===== config.mk =====
export PLATFORM = sky130hd
export DESIGN_NAME = paralelo_serial_tx
export DESIGN_NICKNAME = d
export VERILOG_FILES = /design/src/rtl/paralelo_serial_tx.sv
export SDC_FILE = /design/constraint.sdc
export NUM_CORES = 1
export LEC_CHECK = 0
export ABC_AREA = 1
export CAP_MARGIN = 20
export CORE_UTILIZATION = 54
export DETAILED_ROUTE_END_ITERATION = 8
export PLACE_DENSITY_LB_ADDON = 0.15
export SETUP_SLACK_MARGIN = 0.1
export SLEW_MARGIN = 20
export SYNTH_ARGS = -nofsm -noshare
export SYNTH_HDL_FRONTEND = slang
export SYNTH_SLANG_ARGS = --single-unit

===== constraint.sdc =====
create_clock -name clk_32f -period 3.8 [get_ports clk_32f]
set_input_delay 0.95 -clock clk_32f [delete_from_list [all_inputs] [get_ports clk_32f]]
set_output_delay 0.95 -clock clk_32f [all_outputs]
set_load 0.02 [all_outputs]

===== src/rtl/paralelo_serial_tx.sv =====
// Byte-to-serial transmitter: comma preamble after reset, then user bytes or idle fill, LSB first.
// Optional macro PS_TX_RESYNC_EN adds a resync_req input that restarts the preamble from ACTIVE.
module paralelo_serial_tx #(
   parameter int unsigned SYNC_COUNT = 4,
   parameter logic [7:0]  COMMA      = 8'hBC,
   parameter logic [7:0]  IDLE       = 8'h7C
) (
   input  logic       clk_32f,
   input  logic       reset,
   input  logic [7:0] data_in,
   input  logic       valid_in,
`ifdef PS_TX_RESYNC_EN
   input  logic       resync_req,
`endif
   output logic       ready_out,
   output logic       serial_out,
   output logic       sync_done,
   output logic       byte_start
);

   typedef enum logic {ST_SYNC, ST_ACTIVE} state_t;

   localparam logic [3:0] SYNC_LAST = 4'(SYNC_COUNT);

   state_t     state, nxt_state;
   logic [2:0] bit_cnt;
   logic [7:0] byte_q, load_byte;
   logic [3:0] sync_cnt, nxt_sync_cnt;
   logic       first_load;
   logic       nxt_sync_done;
   logic       load;
   logic       resync;

`ifdef PS_TX_RESYNC_EN
   assign resync = resync_req;
`else
   assign resync = 1'b0;
`endif

   // The first edge after reset loads a byte even though bit_cnt did not wrap.
   assign load = first_load | (bit_cnt == 3'd7);

   assign ready_out = (bit_cnt == 3'd7) && (state == ST_ACTIVE || sync_cnt == SYNC_LAST) && !resync;

   always_comb begin
      // NOTE: every output of this block gets a default first, so no path can infer a latch.
      load_byte     = COMMA;
      nxt_state     = state;
      nxt_sync_cnt  = sync_cnt;
      nxt_sync_done = sync_done;
      if (state == ST_SYNC) begin
         nxt_sync_cnt = sync_cnt + 4'd1;
         if (nxt_sync_cnt == SYNC_LAST) nxt_state = ST_ACTIVE;
      end else if (resync) begin
         nxt_sync_cnt  = 4'd1;
         nxt_sync_done = 1'b0;
         nxt_state     = (SYNC_LAST == 4'd1) ? ST_ACTIVE : ST_SYNC;
      end else begin
         load_byte     = valid_in ? data_in : IDLE;
         nxt_sync_done = 1'b1;
      end
   end

   // NOTE: sequential state uses non-blocking assignments so every register samples pre-edge values.
   always_ff @(posedge clk_32f) begin
      if (reset) begin
         state      <= ST_SYNC;
         bit_cnt    <= 3'd0;
         byte_q     <= 8'd0;
         sync_cnt   <= 4'd0;
         first_load <= 1'b1;
         serial_out <= 1'b0;
         sync_done  <= 1'b0;
         byte_start <= 1'b0;
      end else if (load) begin
         state      <= nxt_state;
         bit_cnt    <= 3'd0;
         byte_q     <= load_byte;
         sync_cnt   <= nxt_sync_cnt;
         first_load <= 1'b0;
         serial_out <= load_byte[0];
         sync_done  <= nxt_sync_done;
         byte_start <= 1'b1;
      end else begin
         bit_cnt    <= bit_cnt + 3'd1;
         serial_out <= byte_q[bit_cnt + 3'd1];
         byte_start <= 1'b0;
      end
   end

endmodule


==> results of run 1 <==
## state kept, by name, indices dropped and copies added, names as in the netlist
register	cells
byte_q	8
serial_out	1
bit_cnt	3
state	1
sync_done	1
first_load	1
byte_start	1
sync_cnt	4
## layout make-up
cell class | instances | area share
flip-flops and latches | 20 | 0.356
clock buffers | 3 | 0.0200
well taps | 16 | 0.0178
multi-input cells | 71 | 0.378
clock inverters | 1 | 0.0267
inverters | 23 | 0.0768
repair buffers | 14 | 0.125
## how the worst min path moves through the flow
stage	from	end	slack, ps	cells past startpoint
6_report	sync_done	sync_done	480	2
5_1_grt	sync_done	sync_done	510	2
3_5_place_dp	sync_done	sync_done	460	2
2_1_floorplan	byte_q[0]	byte_q[0]	440	2
4_1_cts	byte_q[0]	byte_q[0]	490	2
3_3_place_gp	sync_done	sync_done	450	2
## power groups by stage
stage                     Sequential (mW)  Combinational [mW]  Clock (mW)
final                               0.225              0.0553       0.172
after floorplan                     0.231              0.0341           0
after CTS                           0.226              0.0557       0.175
after global placement              0.230              0.0536           0
after global routing                0.227              0.0630       0.183
after detailed placement            0.230              0.0550           0
## synthesized netlist by cell type
cell type  instances
inv_1             22
dfxtp_1           20
nand2_1           16
nor2_1            11
nand3_1            8
a21oi_1            6
ha_1               4
o21ai_0            4
o21ai_1            4
nand2_2            3
nor2_4             3
nand2_4            2
o21ai_2            2
o22ai_1            2
a21oi_2            1
buf_6              1
clkbuf_1           1
inv_2              1
nand3_2            1
nand4_2            1
nor2_2             1
o22ai_2            1
xor2_1             1
## routing by layer
| layer | global-route usage | wire length, um | part of all wire |
|---|---|---|---|
| met1 | 0.238 | 764 | 0.48 |
| met2 | 0.327 | 697 | 0.44 |
| met3 | 0.0250 | 99 | 0.062 |
| met4 | 0.113 | 32 | 0.020 |
| met5 | 0 | 0 | 0 |
## stage by stage
| stage | instance area (um2) | power (mW) | hold WS, ps | util | setup WS (ps) |
|---|---|---|---|---|---|
| detailed placement | 1070 | 0.285 | 461 | 0.688 | 1240 |
| finish | 1120 | 0.453 | 483 | 0.722 | 892 |
| floorplan | 927 | 0.265 | 438 | - | 1680 |
| global placement | 1070 | 0.283 | 449 | 0.688 | 1250 |
| CTS | 1120 | 0.457 | 487 | 0.722 | 889 |
| global route | 1120 | 0.473 | 507 | 0.722 | 791 |
## cells by family (layout without fill, tap and decap cells)
family,after synthesis,after routing,synth area share
AO/OA/AOI/OAI,20,20,0.131
XOR/XNOR,1,1,0.00945
adder cells (fa/ha/maj),4,4,0.0540
buffers and inverters,25,41,0.109
flip-flops,20,20,0.432
AND/OR/NAND/NOR,46,46,0.265
## worst max-delay path: stages, from the launching register on
cell             delay (ps)
dfxtp_1                 450
ha_1                    180
ha_1                    200
inv_1                    80
a21oi_1                 130
clkdlybuf4s50_1         610
## cells in the final DEF (no fill, tap or decap)
| master | instances |
|---|---|
| inv_1 | 22 |
| dfxtp_1 | 20 |
| nand2_1 | 16 |
| clkdlybuf4s50_1 | 14 |
| nor2_1 | 11 |
| nand3_1 | 8 |
| a21oi_1 | 6 |
| o21ai_0 | 4 |
| o21ai_1 | 4 |
| ha_1 | 4 |
| nor2_4 | 3 |
| nand2_2 | 3 |
| clkbuf_4 | 3 |
| nand2_4 | 2 |
| o21ai_2 | 2 |
| o22ai_1 | 2 |
| inv_2 | 1 |
| o22ai_2 | 1 |
| nor2_2 | 1 |
| nand4_2 | 1 |
| nand3_2 | 1 |
| xor2_1 | 1 |
| a21oi_2 | 1 |
| bufinv_16 | 1 |
==> impl_metrics.yaml, run 1 <==
run_status:
  outcome: "finished with violations"
  violations: "DRC"
floorplanning:
  die_y_um: 43.4
  num_rows: 14
  dieArea_um2: 1890
  die_width_um: 43.4
  core_area_um2: 1560
  start_util: 0.595
  io_pins: 15
power_and_ir_drop:
  p_clk_frac: 0.380
  power.internal_uw: 351
  switching_share: 0.224
  power_density_nw_per_um2: 402
  ir_drop_mv: 0.330
  power_frac_seq: 0.498
  p_leak_nw: 0.508
  combPwrFrac: 0.122
  p_sw_uw: 101
placed_design:
  gp_congestion: 0.829
  place_hpwl_mm: 1.22
  numPlacedInstances: 144
  portBuffers: 14
yosys:
  synth_area_leader_cell: "dfxtp_1"
  synth_cells: 116
  yosysWarnings: 0
  yosysUniqueCellTypes: 23
  synthTopCellsByArea: "dfxtp_1 (43%), inv_1 (8.9%), nand2_1 (6.5%), ha_1 (5.4%), nor2_1 (4.5%)"
  ys_ff_latch: 20
  yosysSeqAreaShare: 0.432
  syn_area_um2: 927
  synth_fp_nets: 131
  yosys.area.top_type_share: 0.432
  avgSynthCellArea_um2: 7.99
sta:
  hold_viol: 0
  setup_viol: 0
  rsz0062_at_grt: "false"
  period_share: 0.765
  slew_viol_final: 0
  fin_crit_ps: 2910
  max_slew.worst_pin.slew_ps: 295
  max_slew_margin: 0.803
  skew_ps: 4.16
  fmax_ghz: 0.344
  tns_ps: 0
layout:
  nNetsFinal: 148
  final_cells: 148
  area_growth_pct: 21.3
  nFillCells: 132
  register_area_um2: 400
  num_antenna_cells: 0
  drive_gt1_frac: 0.152
  multi_input_area_um2: 425
route:
  ant_nets: 0
  drtIter0Drc: 27
  via_count: 765
  drc: 6
  routed_wl_mm: 1.59
  via_per_inst: 5.17
  wl_per_cell_um: 10.8
  drt_pass1_iterations: 6
worst_setup_path:
  start_kind: "register"
  r2r_slack_ps: 2350
  cp_max_fo: 7
  crit_start: "bit_cnt[0]"
  r2r_cells: 6
  crit_type: "reg2out"
  required_ps: 2850
  endpoint: "ready_out"
  arrival_ps: 1960
  end_kind: "output pin"
  r2r-start: "bit_cnt[0]"
  timing.rr.end: "sync_cnt[3]"
run:
  maxCapViolations: 0
clock_network:
  cts_max_level: 1
  cts_tree: "yes"
  clkSinkCount: 20
  clkTransAtPathRegs_ps: 110
  clk_latency_ps: 300
  cts_buffer_depth: 2
  postCtsHoldBufs: 0
  cts_made_buffers: 3
  root_buffer: "clkbuf_4"
  cts_resized: 0
  cts_setup_buffers: 0
worst_hold_path:
  hold_class: "reg2reg"
global_routing:
  grt_pass1_wl_mm: 2.73
  overflow: 0
  grt_pass1_vias: 687
  grt.total_usage: 0.194
  antenna_found_initial: 0
  grt_max_degree: 13
No activity file was read; power rests on OpenSTA's default activity.
==> run 2: changes to the inputs <==
--- a/config.mk
+++ b/config.mk
@@ -7,7 +7,7 @@
 export LEC_CHECK = 0
 export ABC_AREA = 1
 export CAP_MARGIN = 20
-export CORE_UTILIZATION = 54
+export CORE_UTILIZATION = 51
 export DETAILED_ROUTE_END_ITERATION = 8
 export PLACE_DENSITY_LB_ADDON = 0.15
 export SETUP_SLACK_MARGIN = 0.1
==> constraint.sdc (replaced) <==
create_clock -name clk_32f -period 2.7 [get_ports clk_32f]
set_input_delay 0.675 -clock clk_32f [delete_from_list [all_inputs] [get_ports clk_32f]]
set_output_delay 0.675 -clock clk_32f [all_outputs]
set_load 0.02 [all_outputs]
==> run 2 against run 1 <==
The run now ends clean. First-iteration DRC count shrank 56%. Global-route usage shrank 0.29 points. Die area grew 5.6%. Count of clock-buffer cells in the layout grew 1. Critical path type unchanged. Critical endpoint unchanged. Largest power group unchanged. Highest routed layer unchanged.
==> impl_metrics.yaml, run 2 (synthesis gave the netlist of run 1 again) <==
worst_setup_path:
  arrival_ps: 1510
  cpMostUsedCell: "ha_1"
  worstPathCellList: "ha_1 -> ha_1 -> inv_1 -> a21oi_1 -> dlymetal6s2s_1"
  end_kind: "output pin"
  cp_max_fo: 7
  required_ps: 2030
  slowest_stage: "dfxtp_2"
  max_stage_delay_ps: 400
  crit_type: "reg2out"
  crit_family: "flip-flops"
  crit_buf_inv: 2
  start_kind: "register"
global_routing:
  grt_pass1_wl_mm: 2.62
  antenna_found_initial: 0
  grt.total_usage: 0.191
  grt_pass1_vias: 617
  overflow: 0
  grt_max_degree: 12
floorplanning:
  dieArea_um2: 1990
  core_area_um2: 1710
  start_util: 0.543
  die_y_um: 44.6
  die_width_um: 44.6
  io_pins: 15
  num_rows: 15
worst_hold_path:
  hold_class: "reg2reg"
layout:
  final_cells: 157
  final_cell_mix: "inv_1 (22), dfxtp_1 (19), nand2_1 (16), clkdlybuf4s50_1 (13), nor2_1 (11)"
  top_register: "byte_q"
  num_antenna_cells: 0
  drive_gt1_frac: 0.159
  nNetsFinal: 148
  final_common_cell: "inv_1"
  area_growth_pct: 21.2
  largestRegisters: "byte_q x8, sync_cnt x4, bit_cnt x3"
  largest_reg_flops: 8
placed_design:
  numPlacedInstances: 153
  portBuffers: 14
  gp_congestion: 0.833
  place_hpwl_mm: 1.23
route:
  drc: 0
  drt_pass1_iterations: 4
  routed_wl_mm: 1.64
  via_per_inst: 4.87
  via_count: 764
  wl_per_cell_um: 10.4
  ant_nets: 0
  drtIter0Drc: 12
clock_network:
  cts_tree: "yes"
  postCtsHoldBufs: 0
  clkSinkCount: 20
  cts_max_level: 1
  clk_latency_ps: 310
  clkTransAtPathRegs_ps: 110
  root_buffer: "clkbuf_4"
  cts_setup_buffers: 0
  cts_buffer_depth: 2
  cts_made_buffers: 3
  cts_resized: 1
sta:
  slew_viol_final: 0
  skew_ps: 1.83
  max_slew.worst_pin.slew_ps: 319
  setup_viol: 0
  hold_viol: 0
  fin_crit_ps: 2180
  fmax_ghz: 0.458
  rsz0062_at_grt: "false"
  max_slew_margin: 0.787
  period_share: 0.809
  tns_ps: 0
power_and_ir_drop:
  power_frac_seq: 0.554
  p_clk_frac: 0.311
  power_density_nw_per_um2: 510
  p_leak_nw: 0.520
  p_sw_uw: 146
  combPwrFrac: 0.136
  switching_share: 0.255
  ir_drop_mv: 0.273
  power.internal_uw: 427
run:
  maxCapViolations: 0
run_status:
  outcome: "complete, no violations"
run 2: power by group through the flow:
stage / logic, mW / clock network (mW) / registers (mW)
floorplan: 0.0479 / 0 / 0.325
global placement: 0.0758 / 0 / 0.323
detailed placement: 0.0778 / 0 / 0.324
CTS: 0.0782 / 0.184 / 0.318
global route: 0.0875 / 0.197 / 0.320
finish: 0.0778 / 0.178 / 0.317
run 2: cell type report:
type / instances / area, um2
Inverter: 23 / 86.3
Fill cell: 161 / 584
Multi-Input combinational cell: 71 / 425
Timing Repair Buffer: 14 / 143
Clock buffer: 4 / 36.3
Sequential cell: 20 / 402
Tap cell: 25 / 31.3
run 2: worst register-to-register path, delay by kind of cell, from the launching register on:
family                     cells  cell delay [ps]
AOI/OAI and AO/OA              1              170
adders and majority gates      2              420
and+or+nand+nor                3              360
DFF                            1              370
run 2: path summary, 6_finish.rpt:
| path | startpoint | end | slack, ps | cells past startpoint |
|---|---|---|---|---|
| setup / recovery | bit_cnt[0] | ready_out | 520 | 5 |
| hold / removal | byte_q[0] | byte_q[0] | 480 | 2 |
| setup reg to reg | bit_cnt[0] | sync_cnt[3] | 1290 | 6 |
| hold reg to reg | byte_q[0] | byte_q[0] | 480 | 2 |
run 2: routing by layer:
layer	GRT usage	part of all wire
met5	0	0
met4	0.109	0.027
met3	0.0490	0.056
met2	0.288	0.44
met1	0.247	0.47
run 2: per-stage QoR:
| stage | setup slack, ps | area [um2] | power, mW | util | hold slack (ps) |
|---|---|---|---|---|---|
| 2_1_floorplan | 852 | 927 | 0.373 | - | 438 |
| 3_3_place_gp | 432 | 1080 | 0.399 | 0.634 | 450 |
| 3_5_place_dp | 389 | 1080 | 0.402 | 0.634 | 467 |
| 4_1_cts | 107 | 1120 | 0.579 | 0.656 | 487 |
| 5_1_grt | 429 | 1120 | 0.604 | 0.658 | 509 |
| 6_report | 517 | 1120 | 0.573 | 0.658 | 477 |
==> run 3: changes to the inputs <==
--- a/config.mk
+++ b/config.mk
@@ -7,7 +7,7 @@
 export LEC_CHECK = 0
 export ABC_AREA = 1
 export CAP_MARGIN = 20
-export CORE_UTILIZATION = 51
+export CORE_UTILIZATION = 46
 export DETAILED_ROUTE_END_ITERATION = 8
 export PLACE_DENSITY_LB_ADDON = 0.15
 export SETUP_SLACK_MARGIN = 0.1
==> constraint.sdc (replaced) <==
create_clock -name clk_32f -period 1.9 [get_ports clk_32f]
set_input_delay 0.475 -clock clk_32f [delete_from_list [all_inputs] [get_ports clk_32f]]
set_output_delay 0.475 -clock clk_32f [all_outputs]
set_load 0.02 [all_outputs]
==> run 3 against run 2 <==
Non-clock buffer count is 3 higher. Via count is 2.4% higher. Cell area is 3.3% higher. Highest routed layer unchanged. Final cell count is 1.9% higher. Largest power group unchanged. Critical path depth stayed put. Die area is 10% higher. Clock skew is 2.8 ps higher.
==> impl_metrics.yaml, run 3 (synthesis gave the netlist of run 1 again) <==
clock_network:
  cts_buffer_depth: 2
  cts_max_level: 1
  clkTransAtPathRegs_ps: 100
  root_buffer: "clkbuf_4"
  cts_made_buffers: 3
  cts_tree: "yes"
  clk_latency_ps: 310
  clkSinkCount: 20
layout:
  utilization: 0.644
  area_growth_pct: 25.2
  final_cells: 160
  num_antenna_cells: 0
  nFillCells: 163
  top_register: "byte_q"
  register_area_um2: 403
  final_cell_mix: "inv_1 (20), dfxtp_1 (18), nand2_1 (16), clkdlybuf4s50_1 (13), nor2_1 (11)"
  largest_reg_flops: 8
  nNetsFinal: 151
  largestRegisters: "byte_q x8, sync_cnt x4, bit_cnt x3"
  drive_gt1_frac: 0.230
  multi_input_area_um2: 444
  final_common_cell: "inv_1"
global_routing:
  antenna_found_initial: 0
  grt_pass1_wl_mm: 2.91
  grt_max_degree: 12
  overflow: 0
  grt.total_usage: 0.198
  grt_pass1_vias: 722
sta:
  setup_viol: 0
  max_slew.worst_pin.slew_ps: 221
  fmax_ghz: 0.570
  setup_ws_ps: 146
  period_share: 0.923
  max_slew_margin: 0.853
  slew_viol_final: 0
  rsz0062_at_grt: "false"
  hold_viol: 0
  fin_crit_ps: 1750
  skew_ps: 4.67
power_and_ir_drop:
  power_frac_seq: 0.552
  p_leak_nw: 0.514
  p_clk_frac: 0.304
  power.internal_uw: 611
  combPwrFrac: 0.144
  p_sw_uw: 206
  switching_share: 0.252
  power_density_nw_per_um2: 704
  ir_drop_mv: 0.360
worst_setup_path:
  r2r_slack_ps: 470
  crit_start: "bit_cnt[0]"
  end_kind: "output pin"
  start_kind: "register"
  crit_type: "reg2out"
  r2r_cells: 8
  cp_max_fo: 2
  arrival_ps: 1280
  timing.rr.end: "serial_out"
  r2r-start: "bit_cnt[0]"
  required_ps: 1420
floorplanning:
  num_rows: 15
  start_util: 0.515
  core_area_um2: 1800
  die_y_um: 46.9
  die_width_um: 46.9
  dieArea_um2: 2200
  io_pins: 15
route:
  via_per_inst: 4.89
  drt_pass1_iterations: 4
  via_count: 782
  routed_wl_mm: 1.80
  drc: 0
  ant_nets: 0
  drtIter0Drc: 18
  wl_per_cell_um: 11.3
placed_design:
  place_ws_ps: -93.7
  gp_congestion: 0.775
  portBuffers: 14
  numPlacedInstances: 155
  place_hpwl_mm: 1.32
worst_hold_path:
  hp-start: "byte_q[0]"
  hold_class: "reg2reg"
  hold_end: "byte_q[0]"
  min_path_cells: 2
run_status:
  outcome: "complete, no violations"
run:
  maxCapViolations: 0
[run 3: cell count changes in the layout (fill, tap and decap cells not counted)]
cell            previous run  this run
buf_4                      0         4
ha_1                       4         2
inv_1                     22        20
inv_2                      1         3
a21oi_1                    6         5
a21oi_2                    1         2
dfxtp_1                   19        18
dfxtp_2                    1         2
dlymetal6s2s_1             1         0
ha_2                       0         1
ha_4                       0         1
[run 3: area by class of cell]
| class | count | share of cell area |
|---|---|---|
| clock buffers | 4 | 0.0313 |
| multi-input cells | 71 | 0.383 |
| flip-flops and latches | 20 | 0.347 |
| inverters | 23 | 0.0744 |
| repair buffers | 17 | 0.138 |
| well taps | 25 | 0.0269 |
[run 3: worst max path at each step]
stage                           end  slack (ps)  cells past startpoint
after detailed placement  ready_out         -90                      5
after CTS                 ready_out         110                      5
after global routing      ready_out         100                      5
after floorplan           ready_out         250                      4
final                     ready_out         150                      5
after global placement    ready_out         -40                      5
[run 3: power groups by stage]
stage	sequential [mW]	combinational, mW	clock, mW
global route	0.453	0.134	0.273
floorplan	0.461	0.0681	0
finish	0.451	0.118	0.249
detailed placement	0.459	0.116	0
global placement	0.458	0.113	0
CTS	0.450	0.117	0.253
[run 3: through the flow]
stage	hold slack [ps]	TNS, ps	total power [mW]	area [um2]
after floorplan	438	0	0.529	927
after global placement	449	-39.9	0.571	1100
after detailed placement	468	-93.7	0.575	1100
after CTS	484	0	0.820	1150
after global routing	510	0	0.860	1160
final	482	0	0.817	1160
[run 3: what timing repair did]
| action | in CTS | in global routing |
|---|---|---|
| pin swaps | 1 | 0 |
| buffers inserted | 1 | 0 |
| setup endpoints to repair | 1 | 1 |
| hold buffers | 0 | 0 |
| gates resized for setup | 9 | 4 |
| hold endpoints to repair | 0 | 0 |
[run 3: per-layer routing]
layer  part of all wire  GRT usage  up-vias  routed length, um
li1                   -          -      398                  -
met5                  0          0        -                  0
met4              0.035      0.149        0                 63
met1               0.45      0.234      354                818
met3              0.049     0.0500        7                 89
met2               0.46      0.308       23                832
[run 3: critical path, stage by stage (launching register included)]
cell and delay [ps]:
dfxtp_2 350, ha_2 200, ha_4 140, inv_2 40, a21oi_2 90, buf_4 150
==> edit 1, RTL diff (settings of run 3) <==
Build with the macro `PS_TX_RESYNC_EN` defined.
--- a/src/rtl/paralelo_serial_tx.sv
+++ b/src/rtl/paralelo_serial_tx.sv
@@ -1,5 +1,7 @@
 // Byte-to-serial transmitter: comma preamble after reset, then user bytes or idle fill, LSB first.
 // Optional macro PS_TX_RESYNC_EN adds a resync_req input that restarts the preamble from ACTIVE.
+`define PS_TX_RESYNC_EN
+
 module paralelo_serial_tx #(
    parameter int unsigned SYNC_COUNT = 4,
    parameter logic [7:0]  COMMA      = 8'hBC,
Interface: changed (added resync_req); port bits go from 15 to 16. No check against the original RTL was run, so the function may have changed too.
==> edit 1 against run 3 <==
Area after synthesis rose by 5.4%. Routed wire length rose by 8.8%. Sequential cell count did not move. Total power rose by 3.1%. Sequential power barely moved. Largest power group unchanged. Synthesized cell count rose by 7.8%. Die area rose by 5.2%. Setup slack improved by 0.035 ns. Final area rose by 10%. Largest cell class unchanged. Sequential share of layout area fell by 3.2 points.
==> edit 1: results <==
set metrics [dict create \
    power_leakage_uw 0.0005452 \
    path_clk_slew_ns 0.11 \
    crit_path_max_incr_delay_ns 0.60 \
    grt_max_degree 13 \
    fin_cells 176 \
    gp_congestion 0.8415 \
    io_buffers 15 \
    pre_cts_slack_ns -0.3252 \
    wire_per_inst_um 11.14 \
    grt_usage 0.1894 \
    status "finished clean" \
    grt_pass1_wl_um 2994 \
    synthCells 125 \
    p_comb_uw 141 \
    synthTopCellsByCount "nand2_1, dfxtp_1, inv_1" \
    drive_above_1_share 0.2550 \
    path_max_fanout 2 \
    slowest_stage "clkdlybuf4s50_1" \
    dp_hpwl_um 1495 \
    n_fill_cell 168 \
    grt_pass1_vias 745 \
    clock_skew_ns 0.004774 \
    syn_nets 142 \
    power_switching_uw 217.8 \
    synth_seq_area_share 0.4097 \
    path_delay_family "buffers and inverters" \
]
==> edit 1: cell count changes after synthesis, sizes merged <==
cell   change
nand2      +7
nor2       -4
o21ai      +3
nand3      +2
and3       +1
ha         +1
nor3       +1
o22ai      -1
xor2       -1
==> edit 1: final cells by class <==
class	instances	share of cell area
multi-input cells	80	0.4006
clock buffers	4	0.02840
flip-flops and latches	20	0.3154
repair buffers	22	0.1616
well taps	27	0.02644
inverters	23	0.06758
==> edit 1: worst paths after layout <==
kind	end	cells past startpoint	from	slack [ns]
setup reg to reg	sync_cnt[2]	8	bit_cnt[0]	0.46
hold reg to reg	byte_q[2]	2	byte_q[2]	0.48
setup / recovery	sync_done	1	sync_done	0.18
hold / removal	byte_q[2]	2	byte_q[2]	0.48
==> edit 1: stage by stage <==
step	power, uW	utilization	instance area, sq um	hold slack [ns]
after global placement	593.5	0.6010	1191	0.4590
after floorplan	538.7	-	977.2	0.4368
after CTS	837.9	0.6301	1249	0.4836
final	842.0	0.6446	1277	0.4765
after detailed placement	596.2	0.6010	1191	0.4659
after global routing	885.8	0.6446	1277	0.5146
==> edit 1: kinds of logic after synthesis <==
logic type      after synthesis  share of synthesized area
buf+inv                      25                     0.1037
fa+ha+maj                     5                    0.06402
compound gates               22                     0.1357
flops                        20                     0.4097
simple gates                 53                     0.2868
==> edit 1: repair_timing <==
item,CTS,global route
setup buffers,1,0
setup endpoints to repair,1,1
gates resized for setup,9,9
pin swaps,0,1
==> edit 1: layer usage <==
| layer | vias up | part of all wire | global-route usage |
|---|---|---|---|
| li1 | 449 | - | - |
| met1 | 390 | 0.47 | 0.2392 |
| met2 | 13 | 0.50 | 0.3243 |
| met3 | 5 | 0.023 | 0.03333 |
| met4 | 0 | 0.011 | 0.06667 |
| met5 | - | 0 | 0 |
==> edit 2, RTL diff (flow settings as in run 3) <==
Without the edit above. One comparison of `sync_cnt` changes from == to >=.
--- a/src/rtl/paralelo_serial_tx.sv
+++ b/src/rtl/paralelo_serial_tx.sv
@@ -40,7 +40,7 @@
    // The first edge after reset loads a byte even though bit_cnt did not wrap.
    assign load = first_load | (bit_cnt == 3'd7);
 
-   assign ready_out = (bit_cnt == 3'd7) && (state == ST_ACTIVE || sync_cnt == SYNC_LAST) && !resync;
+   assign ready_out = (bit_cnt == 3'd7) && (state == ST_ACTIVE || sync_cnt >= SYNC_LAST) && !resync;
 
    always_comb begin
       // NOTE: every output of this block gets a default first, so no path can infer a latch.
Check against the original RTL: no difference found for any inputs over 10 cycles, from zero or initial values and one cycle with reset high; that may be too few to reach the edited logic, so the function may still have changed.
==> edit 2 against run 3 <==
Total power up 10%. Routed wire length is 11% lower. Sequential cell count stayed put. Final area grew 1.5%. Count of clock-buffer cells in the layout decreased by 1. Setup slack worse by 0.0027 ns. Core utilization is 1.7 points higher. Area after synthesis down 3.2%. Critical path depth is the same. Clock skew grew 0.00083 ns.
==> edit 2: results <==
set metrics [dict create \
    holdPathEnd "byte_q[1]" \
    dp_cells 154 \
    grt_util_met1 0.2163 \
    antenna_cells 0 \
    wire_per_inst_um 9.994 \
    synth_xor_area_frac 0.009763 \
    fin_crit_ns 1.757 \
    r2r_end "serial_out" \
    reg2regPathDepth 9 \
    synth_area_leaders "dfxtp_1, inv_1, nand2_1" \
    grt_pass1_wl_um 2449 \
    syn_area_per_cell_sq_um 7.939 \
    n_fill_cell 143 \
    met3_usage 0.03529 \
    clk_path_buf_depth 2 \
    hp-start "byte_q[1]" \
    holdWs_ns 0.4798 \
    pre_cts_slack_ns -0.05282 \
    synthTopCellsByCount "inv_1, dfxtp_1, nand2_1" \
    cts_buffers 3 \
    route.vias.total 741 \
    crit_path_max_incr_delay_ns 0.37 \
    p_comb_uw 102 \
    grt_usage 0.1657 \
    area_share_nonclk_buffers 0.1550 \
    status "finished clean" \
    ir_drop_mv 0.4237 \
    pwr-share-seq 0.500 \
    synth.distinct_cells 20 \
    ff2ff_setup_slack_ns 0.36 \
    utilization 0.6611 \
    first_iter_violations 10 \
    sw_frac_of_total 0.2203 \
    dp_hpwl_um 1155 \
    clock_skew_ns 0.005500 \
    place_area_sq_mm 0.001084 \
    nMultiInputCombCells 68 \
    nets 150 \
    use_met2 0.2535 \
    path_clk_slew_ns 0.12 \
    drive_above_1_share 0.2000 \
    multi_input_area_sq_um 420.4 \
    buffers 20 \
    clock_area_frac 0.04459 \
    power_uw 898.9 \
    synth_compound_area_frac 0.1353 \
    grt_max_degree 14 \
    gp_congestion 0.7423 \
    root_buffer "clkbuf_4" \
    synth_seq_area_share 0.4463 \
    stdcell_area_sq_mm 0.001179 \
    grt_pass1_vias 596 \
]
-- edit 2: how the worst max path moves through the flow --
| stage | from | endpoint | slack [ns] | cells after the start |
|---|---|---|---|---|
| after floorplan | bit_cnt[0] | ready_out | 0.21 | 4 |
| after global placement | bit_cnt[0] | ready_out | -0.02 | 5 |
| after detailed placement | bit_cnt[0] | ready_out | -0.05 | 5 |
| final | bit_cnt[0] | ready_out | 0.14 | 5 |
| after CTS | bit_cnt[0] | ready_out | 0.10 | 5 |
| after global routing | bit_cnt[0] | ready_out | 0.08 | 5 |
-- edit 2: layer usage --
| layer | part of all wire | up-vias |
|---|---|---|
| li1 | - | 400 |
| met2 | 0.46 | 17 |
| met3 | 0.041 | 2 |
| met5 | 0 | - |
| met4 | 0.0094 | 0 |
| met1 | 0.49 | 322 |
-- edit 2: repair_timing --
action / in CTS / in global routing
resized for setup: 11 / 2
pin swaps: 2 / 2
setup buffers: 1 / 1
endpoints found under the setup margin: 1 / 1
